<file path="config.mk">
export PLATFORM = sky130hd
export DESIGN_NAME = bus_rr_arbiter
export DESIGN_NICKNAME = d
export VERILOG_FILES = /design/src/rtl/bus_arb_pkg.sv /design/src/rtl/bus_arb_lane.sv /design/src/rtl/bus_rr_arbiter.sv
export SDC_FILE = /design/constraint.sdc
export NUM_CORES = 1
export LEC_CHECK = 0
export CORE_MARGIN = 2
export CORE_UTILIZATION = 25
export CTS_CLUSTER_DIAMETER = 80
export DETAILED_ROUTE_END_ITERATION = 10
export GPL_TIMING_DRIVEN = 0
export PLACE_DENSITY = 0.54
export SKIP_LAST_GASP = 1
export SLEW_MARGIN = 20
export SYNTH_ARGS = -nofsm -noshare
export SYNTH_HDL_FRONTEND = slang
export SYNTH_HIERARCHICAL = 1
export SYNTH_SLANG_ARGS = --single-unit
</file>
<file path="constraint.sdc">
create_clock -name clk -period 5.75 [get_ports clk]
set_clock_uncertainty 0.2 [all_clocks]
set_input_delay 1.15 -clock clk [delete_from_list [all_inputs] [get_ports clk]]
set_output_delay 1.15 -clock clk [all_outputs]
set_load 0.02 [all_outputs]
</file>
<file path="src/rtl/bus_arb_pkg.sv">
// Shared types and helpers for the round-robin bus arbiter.
// Helpers work on fixed-width vectors; callers cast to their own device count.
package bus_arb_pkg;

    localparam int unsigned ADDR_W  = 8;
    localparam int unsigned MAX_DRV = 32;
    localparam int unsigned IDX_W   = $clog2(MAX_DRV);

    typedef enum logic [1:0] {
        IDLE = 2'd0,
        POP  = 2'd1,
        WAIT = 2'd2,
        PUSH = 2'd3
    } arb_state_e;

    // First requester at or after ptr, searching circularly over n devices.
    function automatic logic [IDX_W-1:0] rr_pick(
        input logic [MAX_DRV-1:0] req,
        input logic [IDX_W-1:0]   ptr,
        input int unsigned        n
    );
        logic [IDX_W-1:0] pick;
        logic             found;
        pick  = ptr;
        found = 1'b0;
        for (int unsigned i = 0; i < MAX_DRV; i++) begin
            int unsigned idx;
            idx = (32'(ptr) + i) % n;
            if (!found && (i < n) && req[IDX_W'(idx)]) begin
                pick  = IDX_W'(idx);
                found = 1'b1;
            end
        end
        return pick;
    endfunction

    // Target set for a destination field; empty means undeliverable.
    function automatic logic [MAX_DRV-1:0] dst_mask(
        input logic [ADDR_W-1:0] dst,
        input logic [IDX_W-1:0]  src,
        input int unsigned       drvrs,
        input logic [ADDR_W-1:0] broadcast
    );
        logic [MAX_DRV-1:0] m;
        m = '0;
        if (dst == broadcast) begin
            for (int unsigned i = 0; i < MAX_DRV; i++) begin
                m[IDX_W'(i)] = (i < drvrs) && (i != 32'(src));
            end
        end else if (32'(dst) < drvrs) begin
            m[IDX_W'(dst)] = 1'b1;
        end
        return m;
    endfunction

endpackage

</file>
<file path="src/rtl/bus_arb_lane.sv">
// One bus lane: grant a pending source, pop its head, decode the destination,
// wait for room at every target, then push once (or drop).
module bus_arb_lane
    import bus_arb_pkg::*;
#(
    parameter int unsigned       drvrs     = 4,
    parameter int unsigned       pckg_sz   = 16,
    parameter logic [ADDR_W-1:0] broadcast = 8'h8F,
    parameter int unsigned       max_wait  = 64
) (
    input  logic                             clk,
    input  logic                             reset,
    input  logic [drvrs-1:0]                 pndng,
    input  logic [drvrs-1:0][pckg_sz-1:0]    d_pop,
    input  logic [drvrs-1:0]                 full,
    output logic [drvrs-1:0]                 pop,
    output logic [drvrs-1:0]                 push,
    output logic [drvrs-1:0][pckg_sz-1:0]    d_push,
    output logic                             busy,
    output logic [15:0]                      drop_cnt
);

    localparam int unsigned SEL_W  = (drvrs > 1) ? $clog2(drvrs) : 1;
    localparam int unsigned WAIT_W = $clog2(max_wait + 1);
    localparam int unsigned CNT_W  = 16;

    arb_state_e          state_q, state_d;
    logic [SEL_W-1:0]    grant_q, grant_d;
    logic [SEL_W-1:0]    ptr_q, ptr_d;
    logic [pckg_sz-1:0]  pkt_q, pkt_d;
    logic [drvrs-1:0]    mask_q, mask_d;
    logic [WAIT_W-1:0]   wait_q, wait_d;
    logic [CNT_W-1:0]    drop_q, drop_d;
    logic [drvrs-1:0]    pop_q, pop_d;
    logic [drvrs-1:0]    push_q, push_d;
    logic                busy_q, busy_d;
    logic [SEL_W-1:0]    ptr_nxt_c;

    assign ptr_nxt_c = (grant_q == SEL_W'(drvrs - 1)) ? '0 : grant_q + SEL_W'(1);

    always_comb begin
        logic drop_evt;
        state_d  = state_q;
        grant_d  = grant_q;
        ptr_d    = ptr_q;
        pkt_d    = pkt_q;
        mask_d   = mask_q;
        wait_d   = wait_q;
        drop_d   = drop_q;
        pop_d    = '0;
        push_d   = '0;
        drop_evt = 1'b0;

        case (state_q)
            IDLE: begin
                wait_d = '0;
                if (|pndng) begin
                    grant_d = SEL_W'(rr_pick(MAX_DRV'(pndng), IDX_W'(ptr_q), drvrs));
                    pop_d   = drvrs'(1) << grant_d;
                    state_d = POP;
                end
            end
            POP: begin
                pkt_d  = d_pop[grant_q];
                mask_d = drvrs'(dst_mask(d_pop[grant_q][pckg_sz-1 -: ADDR_W],
                                         IDX_W'(grant_q), drvrs, broadcast));
                wait_d = '0;
                if (mask_d == '0) begin
                    drop_evt = 1'b1;
                    ptr_d    = ptr_nxt_c;
                    state_d  = IDLE;
                end else begin
                    state_d  = WAIT;
                end
            end
            WAIT: begin
                // All-or-nothing: every target must be ready in the same cycle.
                if ((mask_q & full) == '0) begin
                    push_d  = mask_q;
                    ptr_d   = ptr_nxt_c;
                    state_d = PUSH;
                end else if (wait_q == WAIT_W'(max_wait - 1)) begin
                    drop_evt = 1'b1;
                    ptr_d    = ptr_nxt_c;
                    state_d  = IDLE;
                end else begin
                    wait_d = wait_q + WAIT_W'(1);
                end
            end
            PUSH: begin
                state_d = IDLE;
            end
            default: begin
                state_d = IDLE;
            end
        endcase

        if (drop_evt && (drop_q != '1)) begin
            drop_d = drop_q + CNT_W'(1);
        end
        busy_d = (state_d != IDLE);
    end

    always_ff @(posedge clk or negedge reset) begin
        if (!reset) begin
            state_q <= IDLE;
            grant_q <= '0;
            ptr_q   <= '0;
            pkt_q   <= '0;
            mask_q  <= '0;
            wait_q  <= '0;
            drop_q  <= '0;
            pop_q   <= '0;
            push_q  <= '0;
            busy_q  <= 1'b0;
        end else begin
            state_q <= state_d;
            grant_q <= grant_d;
            ptr_q   <= ptr_d;
            pkt_q   <= pkt_d;
            mask_q  <= mask_d;
            wait_q  <= wait_d;
            drop_q  <= drop_d;
            pop_q   <= pop_d;
            push_q  <= push_d;
            busy_q  <= busy_d;
        end
    end

    assign pop      = pop_q;
    assign push     = push_q;
    assign d_push   = {drvrs{pkt_q}};
    assign busy     = busy_q;
    assign drop_cnt = drop_q;

endmodule

</file>
<file path="src/rtl/bus_rr_arbiter.sv">
// Round-robin packet arbiter: one independent lane per bus.
module bus_rr_arbiter
    import bus_arb_pkg::*;
#(
    parameter int unsigned       bits      = 1,
    parameter int unsigned       drvrs     = 4,
    parameter int unsigned       pckg_sz   = 16,
    parameter logic [ADDR_W-1:0] broadcast = 8'h8F,
    parameter int unsigned       max_wait  = 64
) (
    input  logic                                     clk,
    input  logic                                     reset,
    input  logic [bits-1:0][drvrs-1:0]               pndng,
    input  logic [bits-1:0][drvrs-1:0][pckg_sz-1:0]  D_pop,
    input  logic [bits-1:0][drvrs-1:0]               full,
    output logic [bits-1:0][drvrs-1:0]               pop,
    output logic [bits-1:0][drvrs-1:0]               push,
    output logic [bits-1:0][drvrs-1:0][pckg_sz-1:0]  D_push,
    output logic [bits-1:0]                          busy,
    output logic [bits-1:0][15:0]                    drop_cnt
);

    for (genvar b = 0; b < bits; b++) begin : g_lane
        bus_arb_lane #(
            .drvrs     (drvrs),
            .pckg_sz   (pckg_sz),
            .broadcast (broadcast),
            .max_wait  (max_wait)
        ) u_lane (
            .clk      (clk),
            .reset    (reset),
            .pndng    (pndng[b]),
            .d_pop    (D_pop[b]),
            .full     (full[b]),
            .pop      (pop[b]),
            .push     (push[b]),
            .d_push   (D_push[b]),
            .busy     (busy[b]),
            .drop_cnt (drop_cnt[b])
        );
    end

endmodule

</file>
After elaboration in Yosys (flattened, before gate mapping)
Cells that the tools add are included.
{"block": "op_classes", "add_sub_neg": 6, "n_lt_le_gt_ge": 8, "n_eq_ne": 14, "shift": 1, "mux": 50, "bitwise_logic": 1, "reduce_logical": 20}
{"op": "binary-select mux 16 bit (select 2 bit)", "count": 1}
{"op": "2-to-1 mux 4 bit", "count": 7}
{"op": "2-to-1 mux 2 bit", "count": 13}
{"op": "less-than comparator 2 x 6 -> 1 bit (second input constant)", "count": 4}
{"op": "2-to-1 mux 1 bit", "count": 17}
{"op": "adder 16 x 1 -> 16 bit (second input constant)", "count": 1}
{"op": "2-to-1 mux 16 bit", "count": 1}
{"op": "inequality test 16 bit (second input constant)", "count": 1}
{"op": "2-to-1 mux 7 bit", "count": 2}
{"op": "one-hot mux 7 bit (2 select lines)", "count": 1}
{"op": "binary-select mux 1 bit (select 2 bit)", "count": 4}
{"op": "== test 8 bit (second input constant)", "count": 1}
{"op": "zero test 4 bit", "count": 2}
{"op": "less-than comparator 8 x 3 -> 1 bit (second input constant)", "count": 1}
{"op": "one-hot mux 2 bit (4 select lines)", "count": 1}
{"op": "nonzero test 2 bit", "count": 4}
{"op": "adder 7 x 1 -> 7 bit (second input constant)", "count": 1}
{"op": "== test 7 x 6 -> 1 bit (second input constant)", "count": 1}
{"op": "== test 2 bit (second input constant)", "count": 3}
{"op": "less-than comparator 5 x 6 -> 1 bit (second input constant)", "count": 1}
{"op": "AND reduction 3 bit", "count": 2}
{"op": "demux 1 bit (select 5 bit)", "count": 1}
{"op": "greater-or-equal comparator 5 x 1 -> 1 bit (second input constant)", "count": 1}
{"op": "logical AND 1 bit", "count": 5}
{"op": "18 further kinds", "count": 24}
{"block": "totals", "ff_bits": 58, "in_bits": 74, "out_inout_bits": 89, "elab_cells": 110}

Depth between registers and ports, before layout
Gate-level depths: netlist (run 1).
{"block": "depth", "depth_word": 23, "ltp_mapped": 11, "depth_no_buf": 8}

Least setup slack after synthesis (run 1)
OpenSTA, ideal clock, no wires.
{"block": "synth_path", "path_type": "input-to-reg", "from": "in D_pop[58] (netlist name)", "to": "reg g_lane[0].u_lane.drop_q[1]", "setup_ps": 125, "arrival_ps": 2837, "required_time_ps": 5425, "slack_ps": 2588, "stages": 7, "cell_sequence": "mux4_2 > or3_4 > o21ai_2 > a21bo_4 > buf_12 > a21oi_4 > mux2_4"}
{"block": "synth_between", "elab_chain_cells": 13, "elab_cells_between_ends": 16, "cone_classes": "order compare (3); eq/ne (1); mux (9); reduce/logical (3)"}
{"item": "from (decl)", "line": "bus_rr_arbiter.sv:14", "source": "input logic [bits-1:0][drvrs-1:0][pckg_sz-1:0] D_pop,"}
{"item": "binary-select mux 16 bit (select 2 bit) *", "line": "bus_arb_lane.sv:65", "source": "mask_d = drvrs'(dst_mask(d_pop[grant_q][pckg_sz-1 -: ADDR_W],"}
{"item": "2-to-1 mux 16 bit (implied by the code) *", "line": "bus_arb_lane.sv:65"}
{"item": "less-than comparator 5 x 6 -> 1 bit (implied by the code) / greater-or-equal comparator 5 x 1 -> 1 bit (equally long branches)", "line": "bus_arb_pkg.sv:51", "source": "m[IDX_W'(dst)] = 1'b1;"}
{"item": "logical AND 1 bit (implied by the code)", "line": "bus_arb_pkg.sv:51"}
{"item": "2-to-1 mux 1 bit (implied by the code)", "line": "bus_arb_pkg.sv:51"}
{"item": "demux 1 bit (select 5 bit)"}
{"item": "2-to-1 mux 4 bit", "line": "bus_arb_pkg.sv:50", "source": "end else if (32'(dst) < drvrs) begin"}
{"item": "2-to-1 mux 4 bit *", "line": "bus_arb_pkg.sv:46", "source": "if (dst == broadcast) begin"}
{"item": "2-to-1 mux 4 bit *", "line": "bus_arb_lane.sv:54", "source": "case (state_q)"}
{"item": "zero test 4 bit *", "line": "bus_arb_lane.sv:68", "source": "if (mask_d == '0) begin"}
{"item": "2-to-1 mux 1 bit *", "line": "bus_arb_lane.sv:68"}
{"item": "one-hot mux 1 bit (2 select lines) *", "line": "bus_arb_lane.sv:54"}
{"item": "logical AND 1 bit *", "line": "bus_arb_lane.sv:98", "source": "if (drop_evt && (drop_q != '1)) begin"}
{"item": "to (signal assigned)", "line": "bus_arb_lane.sv:123", "source": "drop_q <= drop_d;"}
{"item": "to (decl)", "line": "bus_arb_lane.sv:33", "source": "logic [CNT_W-1:0] drop_q, drop_d;"}
Every way passes the cells marked *; elsewhere a longest branch is shown, timed or not. The select of a mux whose other input is x is not followed.
A chain may end at the register's enable or synchronous reset.

Final worst setup path (run 1)
{"block": "layout_path", "from": "in D_pop[47] (netlist name)", "to": "reg g_lane[0].u_lane.ptr_q[1]"}
{"block": "layout_between", "elab_chain_cells": 9, "elab_cells_between_ends": 10, "cone_classes": "order compare (1); eq/ne (2); mux (5); reduce/logical (2)"}
{"item": "binary-select mux 16 bit (select 2 bit) *", "line": "bus_arb_lane.sv:65"}
{"item": "2-to-1 mux 16 bit (implied by the code) *", "line": "bus_arb_lane.sv:65"}
{"item": "less-than comparator 8 x 3 -> 1 bit", "line": "bus_arb_pkg.sv:50"}
{"item": "2-to-1 mux 4 bit", "line": "bus_arb_pkg.sv:50"}
{"item": "2-to-1 mux 4 bit *", "line": "bus_arb_pkg.sv:46"}
{"item": "2-to-1 mux 4 bit *", "line": "bus_arb_lane.sv:54"}
{"item": "zero test 4 bit *", "line": "bus_arb_lane.sv:68"}
{"item": "inequality test 2 x 1 -> 1 bit (no line) *"}
{"item": "AND reduction 3 bit (no line) *"}
{"item": "to (signal assigned)", "line": "bus_arb_lane.sv:119", "source": "ptr_q <= ptr_d;"}
{"item": "to (decl)", "line": "bus_arb_lane.sv:29", "source": "logic [SEL_W-1:0] ptr_q, ptr_d;"}
Marked as above.

==> impl_metrics.ini, run 1 <==
[detailed_routing]
dr.pass1.iters = 4
drt_iter0_drc = 79
antenna_left = 0
wire_per_inst_microns = 15.3
finalWirelength_microns = 10500
routed_via_density = 4.49
drc = 0
num_vias = 3093

[global_routing]
antenna_found_initial = 0
grt_start_max_net_pins = 46
first_global_vias = 3161
grtUsageMet1 = 0.171
grt_pass1_wl_microns = 16900
grt_util_met3 = 0.0342
track_usage = 0.134
grt_util_met2 = 0.233
grt.busiest_layer = met2
grt-ovfl-total = 0

[yosys]
synth_async_sr_flop_share = 1.00
synth_edf_count = 0
netlist.area_leader.share = 0.397
synth-main-ff-cell = dfrtp_1
synth_top_area_cell = dfrtp_1
syn_area_per_cell_sq_um = 11.2
synth_fp_nets = 410
postSynthCellCount = 326
yosys_warnings = 6
ys_ff_latch = 58
synth-seq-area-share = 0.397
synth.area.top_cells = dfrtp_1 (40%), buf_4 (9.9%), mux4_2 (9.9%)
synthDistinctLibCells = 50
synth_area_sq_um = 3660

[clocking]
hold_buffers = 0
cts_buffers = 9
cts_resized = 0
cts_max_level = 3
root_buffer = clkbuf_16
tritoncts = yes
clk_latency_ps = 330
cts.path.max_buffers = 2
path_clk_slew_ps = 60
cts_setup_buffers = 0
cts.sinks = 58

[setup_path]
cp_data_required_time_ps = 5750
path_cells = clkdlybuf4s50_1 > mux4_2 > or3_4 > o21ai_2 > a21bo_4 > a2bb2oi_2 > mux2_1
path_buf_inv = 1
max_stage_delay_ps = 530
startpoint = D_pop[47]
cp_top_family = multiplexers
cpMaxStageDelayCell = mux4_2
r2r-start = g_lane[0].u_lane/grant_q[0]
worstSetupStartpointType = input pin
worstPathArrival_ps = 3390
worstPathMaxFanout = 7
critPathKind = input pin to register
crit_path_end_kind = register

[timing]
fin_setup_tns_ps = 0
hold_violations = 0
setup_slack_ps = 2350
min_period_over_period = 0.590
relSlewSlack = 0.467
fmax_mhz = 295
min_period_ps = 3400
worst_pin_slew_ps = 799
finalSetupViolCount = 0
slew_violations = 0
rsz0062_at_grt = false
holdWs_ps = 292

[floorplanning]
die-height_microns = 125
pin_count = 163
core_area_sq_um = 14400
die-area_sq_um = 15600
fp.dieW_microns = 125
initial_core_util = 0.253
rows = 44

[placement]
post-place-ws_ps = 2030
placedCellCount = 673
dpl-instance-area_sq_um = 5530
gp_congestion = 0.785
port-buffer-count = 162
hpwl_microns = 8320

[layout]
num_antenna_cells = 0
layout-drive-gt1-share = 0.234
fin_util = 0.404
final_area_sq_um = 5830
area_growth_pct = 59.5
layout.nets = 584
instances_no_fill = 689

[pwr]
clkPwrFrac = 0.169
peakVddDrop_mv = 0.250
swShare = 0.392
power.switching_mw = 1.23
power_frac_comb = 0.618
p_int_mw = 1.91
power_density_nw_per_um2 = 539
power.leakage_nw = 2.44
p_total_mw = 3.14
seqPwrFrac = 0.212

[hold_path]
hold_class = register to register
hp-start = g_lane[0].u_lane/drop_cnt[6]

[run]
max-cap-violations = 0

[run_status]
status = completed
-- power groups by stage --
stage          clock network, mW  registers, mW  logic, mW
2_1_floorplan                  0          0.750       1.11
3_3_place_gp                   0          0.670       1.93
3_5_place_dp                   0          0.679       1.95
4_1_cts                    0.549          0.674       1.96
5_1_grt                    0.570          0.695       2.06
6_report                   0.533          0.668       1.94
-- layout make-up --
type | count | area (sq um)
Multi-Input combinational cell | 196 | 1730
Sequential cell | 58 | 1450
Clock buffer | 12 | 246
Buffer | 60 | 432
Tap cell | 184 | 230
Timing Repair Buffer | 163 | 1650
Inverter | 12 | 45.0
Clock inverter | 4 | 51.3
Fill cell | 1391 | 8590
-- layer usage --
| layer | wire (microns) | vias up |
|---|---|---|
| li1 | - | 1487 |
| met1 | 4710 | 1512 |
| met2 | 5340 | 87 |
| met3 | 436 | 7 |
| met4 | 57 | 0 |
| met5 | 0 | - |
-- flip-flops by register name (all words and copies together) (netlist names) --
register                count
g_lane.u_lane/state_q       2
g_lane.u_lane/busy          1
g_lane.u_lane/mask_q        4
g_lane.u_lane/push          4
g_lane.u_lane/pkt_q        16
g_lane.u_lane/drop_cnt     16
g_lane.u_lane/wait_q        7
g_lane.u_lane/pop           4
g_lane.u_lane/ptr_q         2
g_lane.u_lane/grant_q       2
-- cell usage after synthesis (all sizes together), types with 4 or more instances --
master and instances:
dfrtp 58, buf 56, mux2 20, nand2 18, mux4 16, nand3 16, xor2 15, o21ai 13
inv 12, nor2 12, ha 10, a2111oi 8, a211oi 6, and3 6, a21oi 5, a22o 5
nor3 5, clkbuf 4, nand2b 4, nor2b 4
-- path summary, 6_finish.rpt --
check | cells past startpoint | slack (ps) | to
worst min-delay path | 1 | 290 | g_lane[0].u_lane/drop_cnt[6]
worst max register to register | 10 | 2660 | g_lane[0].u_lane/ptr_q[1]
min in group asynchronous | 1 | 480 | g_lane[0].u_lane/drop_cnt[6]
max in group asynchronous | 2 | 4370 | g_lane[0].u_lane/pkt_q[10]
worst max-delay path | 7 | 2350 | g_lane[0].u_lane/ptr_q[1]
worst min register to register | 1 | 290 | g_lane[0].u_lane/drop_cnt[6]
-- cell usage in the layout (no fill, tap or decap), types with 8 or more instances in the layout --
master	n
nand3_1	16
clkbuf_16	9
inv_1	12
a2111oi_2	8
mux4_2	16
dfrtp_1	58
ha_1	10
mux2_2	17
nand2_1	18
clkdlybuf4s50_1	161
nor2_1	12
buf_4	49
xor2_1	15
-- logic make-up (layout without fill, tap and decap cells) --
group                    Yosys count  count (layout)  share of synthesized area
XOR/XNOR                          17              17                     0.0407
multiplexers                      36              36                      0.161
AO/OA/AOI/OAI                     52              52                      0.122
AND/OR/NAND/NOR                   81              81                      0.114
adder cells (fa/ha/maj)           10              10                     0.0342
buffers and inverters             72             251                      0.130
flip-flops                        58              58                      0.397
Power figures use the tool's default switching activity.
==> inputs of run 2 (changes only) <==
==> constraint.sdc (replaced) <==
create_clock -name clk -period 3.14 [get_ports clk]
set_clock_uncertainty 0.2 [all_clocks]
set_input_delay 0.628 -clock clk [delete_from_list [all_inputs] [get_ports clk]]
set_output_delay 0.628 -clock clk [all_outputs]
set_load 0.02 [all_outputs]
==> run 2 against run 1 <==
Routed wire length is 0.28% lower. Sequential share of layout area hardly changed. Register-to-register slack worse by 2400 ps. Critical path type is now register to register. Critical endpoint unchanged.
==> impl_metrics.ini, run 2 (same netlist as run 1, synthesis figures left out) <==
[global_routing]
grtUsageMet1 = 0.171
track_usage = 0.134
grt-ovfl-total = 0
grt_start_max_net_pins = 46
grt_util_met2 = 0.233
first_global_vias = 3170
grt_pass1_wl_microns = 16900
grt_util_met3 = 0.0342
antenna_found_initial = 0
grt.busiest_layer = met2

[floorplanning]
initial_core_util = 0.253
fp.dieW_microns = 125
core_area_sq_um = 14400
die-area_sq_um = 15600
die-height_microns = 125
pin_count = 163
rows = 44

[timing]
min_period_ps = 2890
slew_violations = 0
worst_pin_slew_ps = 623
relSlewSlack = 0.585
rsz0062_at_grt = false
fmax_mhz = 345
hold_violations = 0
min_period_over_period = 0.922
finalSetupViolCount = 0
fin_setup_tns_ps = 0

[setup_path]
worstPathMaxFanout = 19
cp_top_family = multiplexers
r2r-start = g_lane[0].u_lane/grant_q[0]
max_stage_delay_ps = 600
r2r_slack_ps = 250
worstPathArrival_ps = 2890
startpoint = g_lane[0].u_lane/grant_q[0]
cpMaxStageDelayCell = mux4_2
path_buf_inv = 1
worstSetupStartpointType = register
path_cells = buf_6 > mux4_2 > or3_4 > o21ai_2 > a21bo_4 > a2bb2oi_2 > mux2_1
crit_path_end_kind = register
critPathKind = register to register
cp_data_required_time_ps = 3140

[hold_path]
hold_class = register to register
hp-start = g_lane[0].u_lane/drop_cnt[6]

[placement]
dpl-instance-area_sq_um = 5530
gp_congestion = 0.785
hpwl_microns = 8320
port-buffer-count = 162

[clocking]
root_buffer = clkbuf_16
cts.sinks = 58
cts.path.max_buffers = 2
cts_resized = 0
cts_max_level = 3
tritoncts = yes
path_clk_slew_ps = 60
cts_buffers = 9
cts_setup_buffers = 0
clk_latency_ps = 330

[pwr]
power.leakage_nw = 2.45
power_density_nw_per_um2 = 986
peakVddDrop_mv = 0.459

[detailed_routing]
num_vias = 3119
finalWirelength_microns = 10500
antenna_left = 0
dr.pass1.iters = 4
drt_iter0_drc = 86
wire_per_inst_microns = 15.3
routed_via_density = 4.53
drc = 0

[layout]
area_growth_pct = 59.7
layout.nets = 584
final_cell_mix = clkdlybuf4s50_1 (161), dfrtp_1 (58), buf_4 (49)
layout-drive-gt1-share = 0.234
layout_commonest_cell = clkdlybuf4s50_1
final_area_sq_um = 5840
num_antenna_cells = 0

[run]
max-cap-violations = 0

[run_status]
status = completed
## run 2: changes by cell type in the layout (fill, tap and decap cells not counted), sizes merged
cell         delta
dlygate4sd3     +1
buf             -1
## run 2: final timing paths
check / end / cells after the start
max: g_lane[0].u_lane/ptr_q[1] / 7
min in group asynchronous: g_lane[0].u_lane/drop_cnt[6] / 2
min: g_lane[0].u_lane/drop_cnt[6] / 1
max reg2reg: g_lane[0].u_lane/ptr_q[1] / 7
min reg2reg: g_lane[0].u_lane/drop_cnt[6] / 1
max in group asynchronous: g_lane[0].u_lane/wait_q[0] / 3
## run 2: per-stage QoR
| stage | utilization | cells | total power, mW | setup WS (ps) | hold WS, ps |
|---|---|---|---|---|---|
| floorplan | - | 326 | 3.41 | 472 | 132 |
| global placement | 0.382 | 672 | 4.77 | -795 | 288 |
| detailed placement | 0.384 | 673 | 4.82 | -61.5 | 287 |
| CTS | 0.405 | 689 | 5.83 | 198 | 298 |
| global route | 0.405 | 689 | 6.08 | 133 | 320 |
| finish | 0.405 | 689 | 5.75 | 245 | 293 |
## run 2: worst register-to-register path: stages (launching register included)
cell and delay [ps]:
dfrtp_1 380, buf_6 270, mux4_2 610, or3_4 430, o21ai_2 90, a21bo_4 250
a2bb2oi_2 200, mux2_1 350
## run 2: layout make-up
cell class                      instances  area [sq um]
Multi-Input combinational cell        196          1730
Tap cell                              184           230
Timing Repair Buffer                  164          1660
Inverter                               12          45.0
Sequential cell                        58          1450
Clock inverter                          4          51.3
Clock buffer                           12           246
Fill cell                            1389          8590
Buffer                                 59           428
## run 2: timing repair
action                                 4_1_cts  5_1_grt
hold buffers                                 1        0
setup endpoints to repair                    3        0
endpoints found under the hold margin       13        0
## run 2: routing by layer
| layer | vias up | share of wire |
|---|---|---|
| li1 | 1488 | - |
| met1 | 1531 | 0.45 |
| met2 | 93 | 0.51 |
| met3 | 7 | 0.042 |
| met4 | 0 | 0.0054 |
| met5 | - | 0 |
## run 2: power by group
group	switching, mW	leakage, nW	internal [mW]
Sequential	0.258	0.749	0.966
Clock	0.340	0.143	0.635
Combinational	1.66	1.55	1.90
Total	2.25	2.45	3.50
